==> src/rtl/hazard_track_unit.sv <==
// Hazard and forwarding-producer unit: tracks MEM/WB destinations and drives
// pipeline enables for load-use stall, taken-branch flush and multi-cycle load freeze.
module hazard_track_unit #(
  parameter int unsigned LOAD_EXTRA = 2,
  parameter int unsigned CNT_W      = 16
) (
  input  logic             clk,
  input  logic             rst,
  input  logic [4:0]       id_rs,
  input  logic [4:0]       id_rt,
  input  logic             id_uses_rt,
  input  logic             ex_reg_write,
  input  logic             ex_mem_read,
  input  logic [4:0]       ex_rd,
  input  logic             ex_branch_tk,
  output logic             mem_wb,
  output logic [4:0]       mem_rd,
  output logic             wb_wb,
  output logic [4:0]       wb_rd,
  output logic             pc_write,
  output logic             ifid_write,
  output logic             ifid_flush,
  output logic             idex_bubble,
  output logic             freeze,
  output logic [CNT_W-1:0] stall_cycles
);

  typedef enum logic {RUN, LOAD_WAIT} state_t;

  localparam logic [3:0]       LOAD_CNT = (LOAD_EXTRA > 0) ? 4'(LOAD_EXTRA - 1) : 4'd0;
  localparam logic [CNT_W-1:0] CNT_MAX  = '1;

  state_t     state;
  logic [3:0] cnt;
  logic       mem_load;
  logic       load_use;

  // LOAD_WAIT is only ever entered with a load latched in MEM, so qualifying
  // with mem_load does not change behaviour.
  assign freeze = (state == LOAD_WAIT) && mem_load;

  assign load_use = ex_mem_read && (ex_rd != 5'd0) &&
                    ((ex_rd == id_rs) || (id_uses_rt && (ex_rd == id_rt)));

  always_comb begin
    pc_write    = 1'b1;
    ifid_write  = 1'b1;
    ifid_flush  = 1'b0;
    idex_bubble = 1'b0;
    if (freeze) begin
      pc_write   = 1'b0;
      ifid_write = 1'b0;
    end else if (ex_branch_tk) begin
      ifid_flush  = 1'b1;
      idex_bubble = 1'b1;
    end else if (load_use) begin
      pc_write    = 1'b0;
      ifid_write  = 1'b0;
      idex_bubble = 1'b1;
    end
  end

  always_ff @(posedge clk) begin
    if (rst) begin
      state        <= RUN;
      cnt          <= '0;
      mem_wb       <= 1'b0;
      mem_rd       <= '0;
      mem_load     <= 1'b0;
      wb_wb        <= 1'b0;
      wb_rd        <= '0;
      stall_cycles <= '0;
    end else begin
      if (!freeze) begin
        mem_wb   <= ex_reg_write;
        mem_rd   <= ex_rd;
        mem_load <= ex_mem_read;
        wb_wb    <= mem_wb;
        wb_rd    <= mem_rd;
      end

      case (state)
        RUN: begin
          if (ex_mem_read && (LOAD_EXTRA > 0)) begin
            state <= LOAD_WAIT;
            cnt   <= LOAD_CNT;
          end
        end
        LOAD_WAIT: begin
          if (cnt == 4'd0) state <= RUN;
          else             cnt   <= cnt - 4'd1;
        end
        default: state <= RUN;
      endcase

      if (!pc_write && (stall_cycles != CNT_MAX))
        stall_cycles <= stall_cycles + 1'b1;
    end
  end

endmodule

==> config.mk <==
export PLATFORM = sky130hd
export DESIGN_NAME = hazard_track_unit
export DESIGN_NICKNAME = d
export VERILOG_FILES = /design/src/rtl/hazard_track_unit.sv
export SDC_FILE = /design/constraint.sdc
export NUM_CORES = 1
export LEC_CHECK = 0
export ABC_AREA = 1
export CAP_MARGIN = 20
export CORE_UTILIZATION = 59
export DETAILED_ROUTE_END_ITERATION = 16
export DONT_BUFFER_PORTS = 1
export PLACE_DENSITY = 0.75
export SLEW_MARGIN = 20
export SYNTH_ARGS = -nofsm -noshare
export SYNTH_HDL_FRONTEND = slang
export SYNTH_SLANG_ARGS = --single-unit
==> constraint.sdc <==
create_clock -name clk -period 2.3 [get_ports clk]
set_input_delay 0.46 -clock clk [delete_from_list [all_inputs] [get_ports clk]]
set_output_delay 0.46 -clock clk [all_outputs]
set_load 0.03 [all_outputs]
==> impl_metrics.csv <==
group,metric,value,unit
power_and_ir_drop,p_comb_share,10.3,%
floorplan,die_x,57.4,µm
yosys,synthAdderAreaFrac,1.38,%
status,violations,"design-rule violations",
global_route,use_met2,40.5,%
sta,finalHoldViolCount,0,
yosys,synth_area,0.00181,mm²
sta,setup_viol_count_final,0,
cts,cts_made_buffers,5,
setup_path,r2r-end,"stall_cycles[5]",
global_route,grt_pass1_wl,6160,µm
setup_path,cp-end-kind,"output port",
cts,clock_path_buffers,2,
yosys,synth-main-ff-cell,"dfxtp_1",
yosys,syn_avg_cell_area,6.50,µm²
yosys,postSynthCellCount,278,
final_layout,seqCellArea,681,µm²
floorplan,core,0.00283,mm²
power_and_ir_drop,power_frac_seq,47.7,%
yosys,syn_nets,301,
job,cap_violations,0,
setup_path,crit_path_start_kind,"flip-flop",
setup_path,worstPathRequired,1.84,ns
hold_path,min-delay-start,"rst",
drt,drt_iter0_drc,58,
yosys,yosysMostFrequentCell,"nand2_1",
final_layout,drive_gt1_share,13.3,%
power_and_ir_drop,p_leak,0.000953,µW
sta,rsz0062_at_grt,"no",
setup_path,cp_max_fo,10,
final_layout,stdcell_area,0.00202,mm²
yosys,muxShareOfSynthArea,0,%
floorplan,die_h,57.4,µm
hold_path,hp-class,"in2reg",
setup_path,crit_type,"reg2out",
sta,slew_headroom,59.0,%
drt,via_count,1693,
sta,tns,0,ns
sta,setup_ws,0.423,ns
power_and_ir_drop,p_per_area,680,mW/mm²
drt,firstDrtPassIters,12,
global_route,grt_max_degree,33,
power_and_ir_drop,p_clk_share,42.0,%
cts,clock-root-buffer,"clkbuf_4",
final_layout,fin_nets,316,
setup_path,reg2regPathDepth,7,
sta,skew,0.0105,ns
global_route,grt_overflow,0,
power_and_ir_drop,internal_power,1030,µW
global_route,grtUsageTotal,24.4,%
drt,routedWlPerCell,11.1,µm
yosys,synth.distinct_cells,26,
power_and_ir_drop,ir_drop,461,µV
sta,min_period,1.88,ns
floorplan,rows,19,
yosys,netlist_top_cells_count,"62 x nand2_1, 50 x nor2_1, 34 x dfxtp_1, 30 x inv_1, 27 x a21oi_1",
power_and_ir_drop,switching_power,340,µW
drt,vias_per_cell,5.21,
cts,cts_resized,0,
sta,drv_slew,0,
drt,drt_wl_total,3610,µm
cts,cts_setup_buffers,0,
yosys,synth_edf_count,0,
global_route,grt_pass1_vias,1542,
setup_path,cp.arrival,1.42,ns
place,hpwl,2680,µm
cts,h-tree-depth,2,
final_layout,fillers,242,
cts,cts-hold-fix-buffers,0,
floorplan,dieArea,0.00329,mm²
setup_path,reg2reg_setup_slack,0.58,ns
cts,path_clk_slew,0.10,ns
place,port_buffers,0,
final_layout,multi_input_area,923,µm²
global_route,antenna_found_initial,0,
cts,cts.sinks,34,
place,dp_slack,0.524,ns
final_layout,fin_util,71.3,%
sta,min_period_over_period,81.6,%
yosys,synthSimpleGateAreaFrac,36.5,%
drt,antenna_left,0,
yosys,synthArstFlopShare,0,%
power_and_ir_drop,netSwitchingFraction,24.8,%
status,status,"finished, violations left",
drt,drc,3,
yosys,ys_top_cells_by_area,"dfxtp_1 38%, nand2_1 13%, nor2_1 10%",
cts,cts_tree,"done",
hold_path,hold_end,"mem_load",
yosys,yosys_warnings,0,
yosys,synth_top_family_by_area,"simple AND/OR/NAND/NOR gates",
yosys,synth_compound_area_share,12.2,%
yosys,synth.top_cell.area_share,37.6,%
place,place_area,0.00191,mm²
floorplan,boundaryPins,54,
sta,hold_ws,0.172,ns
hold_path,hold_path_depth,1,
global_route,top_usage_layer,"met2",
place,gp_congestion,0.798,
yosys,synth_seq_cells,34,
yosys,post-synth-top-area-cell,"dfxtp_1",
setup_path,timing.rr.start,"stall_cycles[8]",
final_layout,n_antenna_cell,0,
global_route,grt_util_met3,8.16,%
yosys,ys_seq_area_share,37.6,%
yosys,synthXorXnorAreaFrac,0.969,%
global_route,grtUsageMet1,28.2,%
sta,worst_pin_slew,0.614,ns
final_layout,area_delta_synth_final,11.6,%
sta,fmax,533,MHz
floorplan,start_util,63.9,%
cts,clk_latency,0.34,ns
## power by group through the flow
stage	clock network, µW	registers, µW	logic [µW]
floorplan	0	672	112
global placement	0	668	140
detailed placement	0	668	142
CTS	584	655	142
global route	619	658	162
finish	575	654	141
## area by class of cell
class	count	area share (%)
clock buffer	6	2.54
multi-input combinational	200	45.8
inverter	34	6.33
sequential	34	33.7
clock inverter	2	2.98
tap	31	1.92
timing repair buffer	18	6.70
## how the worst max path moves through the flow
stage,startpoint,endpoint,slack (ns),depth (start not counted)
after CTS,state,ifid_flush,0.39,4
final,state,ifid_flush,0.42,4
after global placement,ex_rd[3],pc_write,0.53,8
after global routing,state,ifid_flush,0.30,4
after detailed placement,ex_rd[3],pc_write,0.52,8
after floorplan,ex_rd[3],pc_write,0.27,9
## metrics by stage
| stage | cells | power [µW] |
|---|---|---|
| finish | 325 | 1370 |
| global route | 325 | 1440 |
| CTS | 325 | 1380 |
| detailed placement | 317 | 810 |
| global placement | 317 | 807 |
| floorplan | 278 | 784 |
## critical path, stage by stage (launching register included)
cell     delay [ns]
dfxtp_1        0.37
nand2_1        0.16
inv_2          0.29
nor2_1         0.08
buf_4          0.17
## per-layer routing
| layer | wire (µm) | part of all wire, % |
|---|---|---|
| met1 | 1620 | 45 |
| met3 | 258 | 7.1 |
| met4 | 62 | 1.7 |
| met2 | 1670 | 46 |
| met5 | 0 | 0 |
## cells in the final DEF (no fill, tap or decap), types with 4 or more instances in the layout
cell,instances
nand2_1,62
inv_2,4
dfxtp_1,34
nand4_1,5
clkbuf_4,5
o21ai_0,14
nor2_2,4
nor2_1,50
a21oi_1,27
inv_1,30
nand3_1,23
buf_4,18
## sequential cells by signal (all words and copies together) (netlist names)
| register | cells |
|---|---|
| mem_rd | 5 |
| mem_load | 1 |
| stall_cycles | 16 |
| wb_rd | 5 |
| mem_wb | 1 |
| cnt | 4 |
| wb_wb | 1 |
| state | 1 |
## kinds of logic after synthesis
group | after synthesis
compound gates | 43
xor+xnor | 2
fa+ha+maj | 2
buf+inv | 44
flops | 34
simple gates | 153
Note: power is estimated with default switching activity, not from simulation.
==> edit 1 (same settings) <==
The parameter `CNT_W` goes from 16 to 20.
--- a/src/rtl/hazard_track_unit.sv
+++ b/src/rtl/hazard_track_unit.sv
@@ -4,3 +4,3 @@
   parameter int unsigned LOAD_EXTRA = 2,
-  parameter int unsigned CNT_W      = 16
+  parameter int unsigned CNT_W      = 20
 ) (
Ports: changed (resized stall_cycles); port bits go from 54 to 58. No check against the original RTL was run, so the function may have changed too.
==> edit 1 against the unedited design <==
Sequential power rose by 13%; cell area is 20% higher; core utilization grew 0.059 points; largest cell class unchanged; worst setup slack got worse by 0.029 ns; worst hold slack worse by 0.021 ns; clock power grew 4.3%; critical path type is now reg -> reg; critical path depth rose by 6; routed wire length grew 27%; sequential cell count increased by 4; power grew 12%; register-to-register slack worse by 0.19 ns; synthesized area is 16% higher.
==> edit 1: results (changes against the unedited design) <==
- Met1 wire length: 1965 microns (+21%)
- Crit path to: stall_cycles[14]$_SDFFE_PP0P_
- Leak pwr: 1.140 nW (+20%)
- Fillers: 289 (+19%)
- Post-Syn Nets: 345 (+15%)
- Switching power: 0.0004032 W (+19%)
- Sequential cell power: 0.000738 W (+13%)
- DP HPWL: 3386 microns (+26%)
- Detailed Route WL: 4585 microns (+27%)
- Vias in the first global route: 1816 (+18%)
- Met2 Track Usage GR: 47.31% (+6.8 points)
- Met3 WL: 311 microns (+21%)
- Worst-Margin Slew: 0.4820 ns (-0.1320 ns)
- Worst slack, placed: 0.4279 ns (-0.09631 ns)
- Synth area leaders: dfxtp_1 36%, nand2_1 14%, nor2_1 11%
- Most frequent cells after synthesis: 76 x nand2_1, 62 x nor2_1, 38 x dfxtp_1
- Routed wire length on met2: 2248 microns (+35%)
- PortBufs: 0 (unchanged)
- Drt initial violations: 102 (+76%)
- Clk Latency, worst-skew pair: 0.36 ns (+0.02 ns)
- Root buf cell: clkbuf_4
- Power Clock: 0.000600 W (+4.3%)
- R2r startpoint: stall_cycles[0]$_SDFFE_PP0P_
- Vias per cell: 5.089 (-2.3%)
- Syn Area/Cell: 6.536 sq um (+0.50%)
- Internal power: 0.001127 W (+9.3%)
- Final net count: 369 (+17%)
- Vias: 2000 (+18%)
- Setup CP Type: reg -> reg
- WHS Endpoint: cnt[3]$_SDFFE_PP0P_
- Cell total after placement: 385 (+21%)
- Layout cells sized above 1: 13.83% (+0.57 points)
- Grt met1 use: 28.52% (+0.31 points)
- FF-to-FF path depth: 10 (+3)
- All-Layer GR Usage: 26.16% (+1.8 points)
- Top cell family by delay on the critical path: simple AND/OR/NAND/NOR gates
- Status: complete, no violations
- Number of iterations in the first detailed-routing pass: 4 (-8)
- Layout Skew: 0.006021 ns (-0.004464 ns)
- CP arrival: 2.17 ns (+0.75 ns)
- Post-synthesis sequential area ratio: 36.15% (-1.5 points)
- Worst VDD drop: 0.3808 mV (-17%)
- Synth cell types: 28 (+7.7%)
- Routability cong.: 0.8254 (+3.4%)
- Post-route minimum period: 1.906 ns (+0.02946 ns)
- Fin Hold WS: 0.1508 ns (-0.02075 ns)
- Initial antenna violation count: 0 (unchanged)
- Clock slew at reported path FFs: 0.12 ns (+0.02 ns)
- Crit path largest cell delay: 0.43 ns (+0.06 ns)
- Routing usage on met3: 9.524% (+1.4 points)
- Area occupied by multi-input gates: 1147 sq um (+24%)
- Crit path max fanout: 16 (+6)
- Largest regs: stall_cycles (20), mem_rd (5), wb_rd (5)
- Largest net degree at the start of global routing: 25 (-24%)
- Post-DP Area: 2307 sq um (+21%)
==> edit 1: cell types whose count changed in the layout (fill, tap and decap cells not counted), sizes merged, moves of 2 or more <==
| cell | delta |
|---|---|
| nor2 | +12 |
| inv | +3 |
| nand3b | +4 |
| dfxtp | +4 |
| nor3 | -2 |
| nand2 | +15 |
| xor2 | +6 |
| buf | +9 |
==> edit 1: final cells by class <==
| cell class | instances | share of cell area, % |
|---|---|---|
| Clock inverter | 2 | 2.483 |
| Multi-Input combinational cell | 237 | 47.44 |
| Sequential cell | 38 | 31.45 |
| Timing Repair Buffer | 27 | 8.381 |
| Tap cell | 46 | 2.380 |
| Inverter | 37 | 5.742 |
| Clock buffer | 6 | 2.121 |
==> edit 1: cells by family after synthesis <==
group                    Yosys count  synth area share (%)
AND/OR/NAND/NOR                  181                 38.70
flip-flops                        38                 36.15
XOR/XNOR                           9                 3.746
adder cells (fa/ha/maj)            2                 1.189
buffers and inverters             47                 9.334
AO/OA/AOI/OAI                     45                 10.88
==> edit 2 (config.mk and constraints unchanged) <==
Made on the original files. Reset style: asynchronous (`rst`), changed in one clocked block.
--- a/src/rtl/hazard_track_unit.sv
+++ b/src/rtl/hazard_track_unit.sv
@@ -62,3 +62,3 @@
 
-  always_ff @(posedge clk) begin
+  always_ff @(posedge clk or posedge rst) begin
     if (rst) begin
Check against the original RTL: differs if rst is asserted again (counterexample within 4 cycles, from zero or initial values and one cycle with rst high); with rst held inactive, the same outputs for 10 cycles.
==> edit 2 against the unedited design <==
First-iteration DRC count increased by 3.4%; worst setup slack worse by 0.094 ns; worst hold slack lost 0.079 ns; cell count shrank 0.62%; non-clock buffer count fell by 7; die area is 5.1% higher; sequential cell count unchanged; routed wire length fell by 0.14%; cell area grew 0.62%; synthesized area is 5.3% higher; critical path type unchanged; largest cell class is now flip-flops and latches; highest routed layer unchanged.
Power is not compared: it rests on default switching activity, and its combinational part moved more than twofold at a synthesized area within 25%.
==> edit 2: results (changes against the unedited design) <==
- Status: complete, no violations
- Final net count: 302 (-4.4%)
- Crit path launch: state$_DFF_PP0_
- Worst min path class: in -> async
- Routability cong.: 0.8278 (+3.7%)
- First-pass GRT wire length: 5975 microns (-3.0%)
- Crit path largest cell delay: 0.41 ns (+0.04 ns)
- Crit path max fanout: 14 (+4)
- Adder-cell share of the synthesized area: 1.314% (-0.070 points)
- Synth async-reset ratio: 100.0% (+100 points)
- FF-to-FF path depth: 8 (+1)
- Compound-gate portion of the synthesized area: 5.256% (-7.0 points)
- R2r startpoint: stall_cycles[8]$_DFFE_PP0P_
- Post-Syn Nets: 291 (-3.3%)
- Worst-Margin Slew: 0.4427 ns (-0.1712 ns)
- Vias in the first global route: 1494 (-3.1%)
- All-Layer GR Usage: 23.21% (-1.2 points)
- CP arrival: 1.51 ns (+0.09 ns)
- Reg2Reg Capture Point: stall_cycles[8]$_DFFE_PP0P_
- Detailed Route WL: 3608 microns (-0.14%)
- Most frequent cells after synthesis: 95 x nand2_1, 49 x inv_1, 34 x dfrtp_1
- XOR/XNOR Fraction of Synth Area: 2.760% (+1.8 points)
- Vias: 1633 (-3.5%)
- Post-DP Area: 1984 sq um (+4.1%)
- Largest net degree at the start of global routing: 35 (+6.1%)
- Crit path to: idex_bubble
- Slowest cell on crit path: dfrtp_1
- Synth cell types: 25 (-3.8%)
- Top FF cell, synth: dfrtp_1
- Layout Skew: 0.006638 ns (-0.003847 ns)
- Layout cells sized above 1: 7.527% (-5.7 points)
- Post-synthesis sequential area ratio: 44.68% (+7.0 points)
-- edit 2: changes by cell type after synthesis, sizes merged, moves of 3 or more --
cell | unedited run | this run
xor2 | 0 | 4
nor2 | 54 | 17
nand3 | 24 | 28
inv | 34 | 50
nand2 | 64 | 97
dfxtp | 34 | 0
buf | 8 | 5
o22ai | 0 | 3
a21oi | 28 | 1
dfrtp | 0 | 34
-- edit 2: how the worst min path moves through the flow --
stage                             from                  to  slack (ns)  cells after the start
floorplan           cnt[1]$_DFFE_PP0P_  cnt[1]$_DFFE_PP0P_        0.50                      2
CTS                                rst  cnt[3]$_DFFE_PP0P_        0.10                      2
global route                       rst  cnt[3]$_DFFE_PP0P_        0.14                      2
global placement                   rst  cnt[3]$_DFFE_PP0P_        0.47                      2
finish                             rst  cnt[3]$_DFFE_PP0P_        0.09                      2
detailed placement                 rst  cnt[3]$_DFFE_PP0P_        0.47                      2
-- edit 2: logic make-up after synthesis --
group / count (synthesis)
AND/OR/NAND/NOR: 150
buffers and inverters: 57
flip-flops: 34
AO/OA/AOI/OAI: 19
XOR/XNOR: 6
adder cells (fa/ha/maj): 2
-- edit 2: cell type report --
| type | instances | area [sq um] | area share, % |
|---|---|---|---|
| clock buffer | 7 | 45.04 | 2.219 |
| inverter | 50 | 187.7 | 9.248 |
| multi-input combinational | 177 | 808.3 | 39.83 |
| sequential | 34 | 850.8 | 41.92 |
| tap | 44 | 55.05 | 2.713 |
| timing repair buffer | 11 | 82.58 | 4.069 |
-- edit 2: report_power, final --
group          leakage (nW)  internal (W)  switching (W)
registers             0.435      0.000793       0.000359
clock network        0.0254      0.000115       0.000179
logic                 0.661      0.000299       0.000627
-- edit 2: critical path, delay by kind of cell, from the launching register on --
kind,cells,cell delay [ns]
flip-flops,1,0.41
AO/OA/AOI/OAI,1,0.14
AND/OR/NAND/NOR,1,0.34
buffers and inverters,2,0.30
-- edit 2: stage by stage --
step                setup WS (ns)  cells  hold slack, ns
floorplan                  0.2305    268          0.5047
global placement           0.4838    316          0.4689
detailed placement         0.4527    316          0.4683
CTS                        0.3145    323          0.1002
global route               0.1614    323          0.1365
finish                     0.3299    323         0.09239
-- edit 2: per-layer routing --
layer  share of wire [%]  track usage (%)
met5                   0                0
met4                 1.8            8.844
met3                 6.5            8.791
met2                  47            40.75
met1                  44            25.29
